### config.mk
export PLATFORM = sky130hd
export DESIGN_NAME = fixed_point_mul_pipe
export DESIGN_NICKNAME = d
export VERILOG_FILES = /design/src/rtl/fixed_point_pkg.sv /design/src/rtl/fixed_point_round_sat.sv /design/src/rtl/fixed_point_mul_pipe.sv
export SDC_FILE = /design/constraint.sdc
export NUM_CORES = 1
export LEC_CHECK = 0
export ABC_AREA = 1
export CAP_MARGIN = 20
export CORE_AREA = 2 2 187 189
export CTS_CLUSTER_DIAMETER = 150
export DETAILED_ROUTE_END_ITERATION = 7
export DIE_AREA = 0 0 189 191
export GPL_TIMING_DRIVEN = 0
export HOLD_SLACK_MARGIN = 0.1
export PLACE_DENSITY_LB_ADDON = 0.15
export SYNTH_ARGS = -nofsm -noshare
export SYNTH_HDL_FRONTEND = slang
export SYNTH_SLANG_ARGS = --single-unit
### constraint.sdc
create_clock -name clk -period 6.14 [get_ports clk]
set_clock_uncertainty 0.2 [all_clocks]
set_input_delay 1.228 -clock clk [delete_from_list [all_inputs] [get_ports clk]]
set_output_delay 1.228 -clock clk [all_outputs]
set_load 0.03 [all_outputs]
### src/rtl/fixed_point_pkg.sv
// Shared fixed-point defaults and saturation helpers.
// Used by the pipelined multiplier and its rounding/saturation stage.
`ifndef FIXED_W
`define FIXED_W 16
`endif
`ifndef FIXED_FRACTION_W
`define FIXED_FRACTION_W 8
`endif

package fixed_point_pkg;

    localparam int FIXED_W_DEF      = `FIXED_W;
    localparam int FIXED_FRAC_W_DEF = `FIXED_FRACTION_W;

    // Low w bits hold the most positive / most negative w-bit value.
    function automatic logic [63:0] sat_max(input int w);
        return (64'd1 << (w - 1)) - 64'd1;
    endfunction

    function automatic logic [63:0] sat_min(input int w);
        return ~sat_max(w);
    endfunction

endpackage

### src/rtl/fixed_point_round_sat.sv
// Rounds, rescales and range-checks a full-width signed product.
// Purely combinational; sits between the product and result stages.
module fixed_point_round_sat
    import fixed_point_pkg::*;
#(
    parameter int W      = `FIXED_W,
    parameter int FRAC_W = `FIXED_FRACTION_W
) (
    input  logic signed [2*W-1:0] prod,
    input  logic                  round_en,
    input  logic                  sat_en,
    output logic        [W-1:0]   result,
    output logic                  overflow
);

    localparam logic [W-1:0] MAX_V = W'(sat_max(W));
    localparam logic [W-1:0] MIN_V = W'(sat_min(W));

    logic signed [2*W:0] ext;
    logic signed [2*W:0] rc;
    logic signed [2*W:0] r;
    logic signed [2*W:0] q;
    logic        [W+1:0] hi;

    // One guard bit so the half-LSB addition never wraps.
    always_comb begin
        ext            = {prod[2*W-1], prod};
        rc             = '0;
        rc[FRAC_W-1]   = round_en;
        r              = ext + rc;
        q              = r >>> FRAC_W;
        hi             = q[2*W:W-1];
        overflow       = !((&hi) || !(|hi));
        result         = q[W-1:0];
        if (overflow && sat_en) begin
            result = r[2*W] ? MIN_V : MAX_V;
        end
    end

endmodule

### src/rtl/fixed_point_mul_pipe.sv
// Three-stage signed fixed-point multiplier with valid/ready flow control
// and a saturating overflow event counter.
module fixed_point_mul_pipe
    import fixed_point_pkg::*;
#(
    parameter int W      = `FIXED_W,
    parameter int FRAC_W = `FIXED_FRACTION_W,
    parameter int CNT_W  = 16
) (
    input  logic             clk,
    input  logic             rst_n,
    input  logic             in_valid,
    output logic             in_ready,
    input  logic [W-1:0]     op1,
    input  logic [W-1:0]     op2,
    input  logic             round_en,
    input  logic             sat_en,
    output logic             out_valid,
    input  logic             out_ready,
    output logic [W-1:0]     result,
    output logic             overflow,
    output logic [CNT_W-1:0] ovf_count,
    input  logic             ovf_clear
);

    localparam int PW = 2 * W;

    typedef struct packed {
        logic signed [W-1:0] a;
        logic signed [W-1:0] b;
        logic                rnd;
        logic                sat;
    } s1_t;

    typedef struct packed {
        logic signed [PW-1:0] p;
        logic                 rnd;
        logic                 sat;
    } s2_t;

    logic         adv;
    logic         v1, v2, v3;
    s1_t          s1;
    s2_t          s2;
    logic [W-1:0] rs_res;
    logic         rs_ovf;
    logic         ovf_hs;

    // Whole pipe moves in lockstep; bubbles are held, not squeezed out.
    assign adv       = out_ready || !v3;
    assign in_ready  = adv;
    assign out_valid = v3;
    assign ovf_hs    = v3 && out_ready && overflow;

    always_ff @(posedge clk or negedge rst_n) begin
        if (!rst_n) begin
            v1       <= 1'b0;
            v2       <= 1'b0;
            v3       <= 1'b0;
            s1       <= '0;
            s2       <= '0;
            result   <= '0;
            overflow <= 1'b0;
        end else if (adv) begin
            v1       <= in_valid;
            v2       <= v1;
            v3       <= v2;
            s1       <= '{a: op1, b: op2, rnd: round_en, sat: sat_en};
            s2.p     <= PW'(s1.a) * PW'(s1.b);
            s2.rnd   <= s1.rnd;
            s2.sat   <= s1.sat;
            result   <= rs_res;
            overflow <= rs_ovf;
        end
    end

    fixed_point_round_sat #(
        .W      (W),
        .FRAC_W (FRAC_W)
    ) u_round_sat (
        .prod     (s2.p),
        .round_en (s2.rnd),
        .sat_en   (s2.sat),
        .result   (rs_res),
        .overflow (rs_ovf)
    );

    always_ff @(posedge clk or negedge rst_n) begin
        if (!rst_n) begin
            ovf_count <= '0;
        end else if (ovf_clear) begin
            ovf_count <= '0;
        end else if (ovf_hs && !(&ovf_count)) begin
            ovf_count <= ovf_count + 1'b1;
        end
    end

endmodule

# Word-level counts from Yosys, hierarchy flattened
# Index checks and enable logic that the tools add are counted.
[totals]
output_inout_bits = 35
ff_bits = 104
wordCells = 34
[classes]
mul = 1
mux = 4
addsub = 2
reduce_logical = 14
[ops]
columns = ["op", "n"]
rows = [
  ["$mux W16", 4],
  ["$add A32 B9 Y33", 1],
  ["$mul A16 B16 Y32", 1],
  ["$add A16 B1 Y16 const B", 1],
  ["$reduce_and A16 Y1", 1],
  ["$reduce_and A10 Y1", 1],
  ["$reduce_or A10 Y1", 1],
  ["$logic_and A1 B1 Y1", 4],
  ["$logic_not A1 Y1", 4],
  ["$logic_or A1 B1 Y1", 2],
  ["$reduce_bool A2 Y1", 1],
]

# Longest topological paths before layout
[depth]
depth_word = 7
depth_mapped = 28

# By module
# Synthesis repeated with hierarchy kept, for this count alone.
[hier_totals]
hier_cells = 2199
hier_area_um2 = 16206.8
[by_module_without_submodules]
columns = ["module", "cells_per_inst", "area_each_um2", "n_inst"]
rows = [
  ["fixed_point_mul_pipe", 1985, 15132.0, 1],
  ["fixed_point_round_sat", 214, 1074.8, 1],
]

# Least setup slack after synthesis
# OpenSTA, ideal clock, no wires.
[synth_path]
path_kind = "register -> register"
startpoint = "register s1[7] (netlist name)"
endpoint = "register s2[26] (netlist name)"
stages_incl_launch_ff = 23
path_buffers = 2
required_time_ns = 5.810
path_slack_ns = 0.123
setup_time_ns = 0.130
arrival_time_ns = 5.687
path_cell_list = "dfrtp_1 > clkbuf_1 > clkbuf_1 > nand2_1 > fa_1 > inv_1 > fa_1 > inv_1 > fa_1 > fa_1 > inv_1 > fa_1 > inv_1 > fa_1 > inv_1 > ha_1 > a21o_1 > a21oi_1 > o21a_1 > nand3_1 > or2_2 > nand3_1 > o21ai_0"
[synth_via]
elab_chain_cells = 1
[synth_lines]
columns = ["element", "line", "source"]
rows = [
  ["start: declaration", "fixed_point_mul_pipe.sv:43", "s1_t s1;"],
  ["start signal: assignment", "fixed_point_mul_pipe.sv:68", "s1 <= '{a: op1, b: op2, rnd: round_en, sat: sat_en};"],
  ["$mul A16 B16 Y32", "fixed_point_mul_pipe.sv:69", "s2.p <= PW'(s1.a) * PW'(s1.b);"],
  ["end: declaration", "fixed_point_mul_pipe.sv:44", "s2_t s2;"],
]
# No other way between the ends.
# A chain may end at the register's enable or synchronous reset.

# Worst setup path in the final report
[layout_path]
startpoint = "register s1[29] (netlist name)"
endpoint = "register s2[26] (netlist name)"
# Same word-level chain as after synthesis.

==> metrics.md <==
| Metric | Value |
|---|---|
| N_diodes | 0 |
| Status | complete, no violations |
| H-tree levels | 3 |
| Largest family of logic cells by synthesized area | adder cells |
| Post-Synth Adder-Cell Area | 0.4106 |
| Finish-stage setup viols | 0 |
| CTS Buf Count | 9 |
| RD Place Congestion | 0.9001 |
| Worst Tran Pin Value | 1.069 ns |
| Mean Syn Cell Area | 7.615 sq um |
| Core ar. | 34120 sq um |
| Hold path start | v2 |
| Dominant synthesized flop cell | dfrtp_1 |
| Die Span Y | 191 um |
| CP Data Required Time | 6.18 ns |
| Fin nets | 2489 |
| Die Area | 36100 sq um |
| Share of the synthesized area in the top cell type | 0.3439 |
| Relative slew margins | 0.2870 |
| Simple-Gate Fraction of Synth Area | 0.2075 |
| Residual DRC | 0 |
| Synth Area in Compound Gates | 0.05024 |
| Hold Vio Cnt, Final | 0 |
| Mux cell area share after synthesis | 0 |
| Layout cells sized above 1 | 0.1122 |
| WL final | 46340 um |
| Final HPWL DP | 37230 um |
| Reg clk slew, reported paths | 0.08 ns |
| Post-Syn Area | 15190 sq um |
| Gr ovfl total | 0 |
| Fin util | 0.5192 |
| CP Max Fanout | 6 |
| FMAX | 0.1675 GHz |
| Top cells by area, synth | fa_1 34%, dfrtp_1 16%, nand2_1 15% |
| Multi-input logic area | 10850 sq um |
| Synth Net Count | 2376 |
| Max Cap Viol | 0 |
| Vias in the first global route | 13.24k |
| CTS Hold Bufs | 0 |
| Yosys warns | 0 |
| Final Max Slew Viols | 0 |
| # fillers | 3419 |
| Mapped Cells | 1995 |
| Most frequent cells in the layout | 594 x nand2_1, 510 x inv_1, 253 x fa_1 |
| Vias per cell | 4.895 |
| Die Wd | 189 um |
| Most common cell after layout, fill and taps aside | nand2_1 |
| Crit path from | s1[29] |
| Initial DRT Pass Iterations | 5 |
| First-pass GRT wire length | 74090 um |
| Worst Hold Class | flip-flop to flip-flop |
| Initial Util | 0.4453 |
| Hold Slack | 0.2598 ns |
| Port bufs | 73 |
| Synthesis-to-layout area growth | 16.60% |
| Sink Count | 97 |
| CP Class | flip-flop to flip-flop |
| Final period util | 0.9726 |
| Synth unique cells | 48 |
| Async SR Flop Fraction | 1.000 |
| Antenna Nets Post-Route | 0 |
| Largest net degree at the start of global routing | 66 |
| Initial antenna violation count | 0 |
| Dominant cell type by area after synthesis | fa_1 |
| CTS Root Cell | clkbuf_16 |
| Post-synthesis sequential area ratio | 0.1598 |
| Final Critical Period | 5.972 ns |
| Initial DRC Count | 820 |
| Total track usage | 0.2725 |
| Worst Path Arrival | 6.01 ns |
| Critical Path Source Type | flip-flop |
| Rows | 68 |
| Worst skew pair latency | 0.40 ns |
| Flops & latches, synth | 97 |
| RR Startpoint | s1[29] |
| WL/cell | 18.04 um |
| Xor/xnor share of the synthesized area | 0.02191 |
| CTS Buffer Depth | 2 |
| CP Capture Type | flip-flop |
| EDFF count, synth | 0 |
| DR vias | 12.57k |
| Ports | 74 |
| Flip-flop and latch area | 2462 sq um |
| CTS tree | built |
==> final timing paths <==
path | end | slack [ns] | cells past startpoint
max | s2[26] | 0.17 | 23
min | out_valid | 0.26 | 2
max reg2reg | s2[26] | 0.17 | 23
min reg2reg | out_valid | 0.26 | 2
max in group asynchronous | s1[14] | 4.40 | 2
min in group asynchronous | s1[3] | 0.60 | 1
==> critical path: stages (launching register included) <==
cell and delay [ns]:
dfrtp_2 0.49, buf_4 0.21, nand2_1 0.07, inv_1 0.05, fa_1 0.54, inv_1 0.06, fa_2 0.46, fa_1 0.52
inv_1 0.06, fa_1 0.49, fa_1 0.49, inv_1 0.05, fa_1 0.53, inv_1 0.07, ha_2 0.32, a21oi_1 0.17
inv_1 0.12, a21oi_2 0.20, o21ai_0 0.12, nand2_1 0.07, nand3_1 0.09, or2_2 0.30, nand3_2 0.07, o21ai_1 0.08
==> what timing repair did <==
| item | in CTS | in global routing |
|---|---|---|
| setup endpoints to repair | 21 | 18 |
| pin swaps | 5 | 20 |
| setup buffers | 22 | 36 |
| hold endpoints to repair | 0 | 0 |
| gates resized for setup | 100 | 115 |
==> layout make-up <==
type / count / share of cell area
clock buffers: 9 / 0.01271
inverters: 520 / 0.1105
clock inverters: 7 / 0.003532
well taps: 455 / 0.03214
repair buffers: 132 / 0.06816
flip-flops and latches: 97 / 0.1390
plain buffers: 51 / 0.02133
multi-input cells: 1297 / 0.6126
==> flip-flops by register name (all words and copies together), names as in the netlist <==
signal and flops:
s1 34, s2 27, ovf_count 16, result 16
out_valid 1, overflow 1, v1 1, v2 1
==> cell families (layout without fill, tap and decap cells) <==
kind of cell / Yosys count / after routing
adder cells (fa/ha/maj): 342 / 342
buffers and inverters: 601 / 719
AND/OR/NAND/NOR: 782 / 782
XOR/XNOR: 38 / 38
flip-flops: 97 / 97
AO/OA/AOI/OAI: 135 / 135
==> through the flow <==
stage / instance area (sq um) / instances / setup slack, ns / setup TNS (ns)
after floorplan: 15190 / 1995 / 0.1231 / 0
after global placement: 16490 / 2523 / -1.178 / -51.98
after detailed placement: 16520 / 2524 / -1.228 / -16.49
after CTS: 17090 / 2533 / 0.0008975 / 0
after global routing: 17710 / 2568 / -0.06734 / -0.1614
final: 17710 / 2568 / 0.1682 / 0
==> layer usage <==
layer,global-route usage,share of wire,vias up
met3,0.03690,0.057,43
met5,0,0,-
met2,0.4590,0.47,345
li1,-,-,5994
met4,0.06641,0.018,0
met1,0.3729,0.45,6188
==> synth_stat cells, types with 6 or more instances <==
| library cell | instances |
|---|---|
| dfrtp_1 | 97 |
| a31oi_1 | 6 |
| nand3_1 | 45 |
| ha_1 | 81 |
| inv_1 | 516 |
| xnor2_1 | 22 |
| clkbuf_1 | 75 |
| o21ai_0 | 50 |
| xor2_1 | 16 |
| fa_1 | 261 |
| nor2_1 | 87 |
| a21oi_1 | 49 |
| nor3_1 | 12 |
| nand4_1 | 9 |
| nand2_1 | 605 |
Power is not shown: default switching activity piles up to over one toggle a cycle in this logic, so the estimate is an artifact.
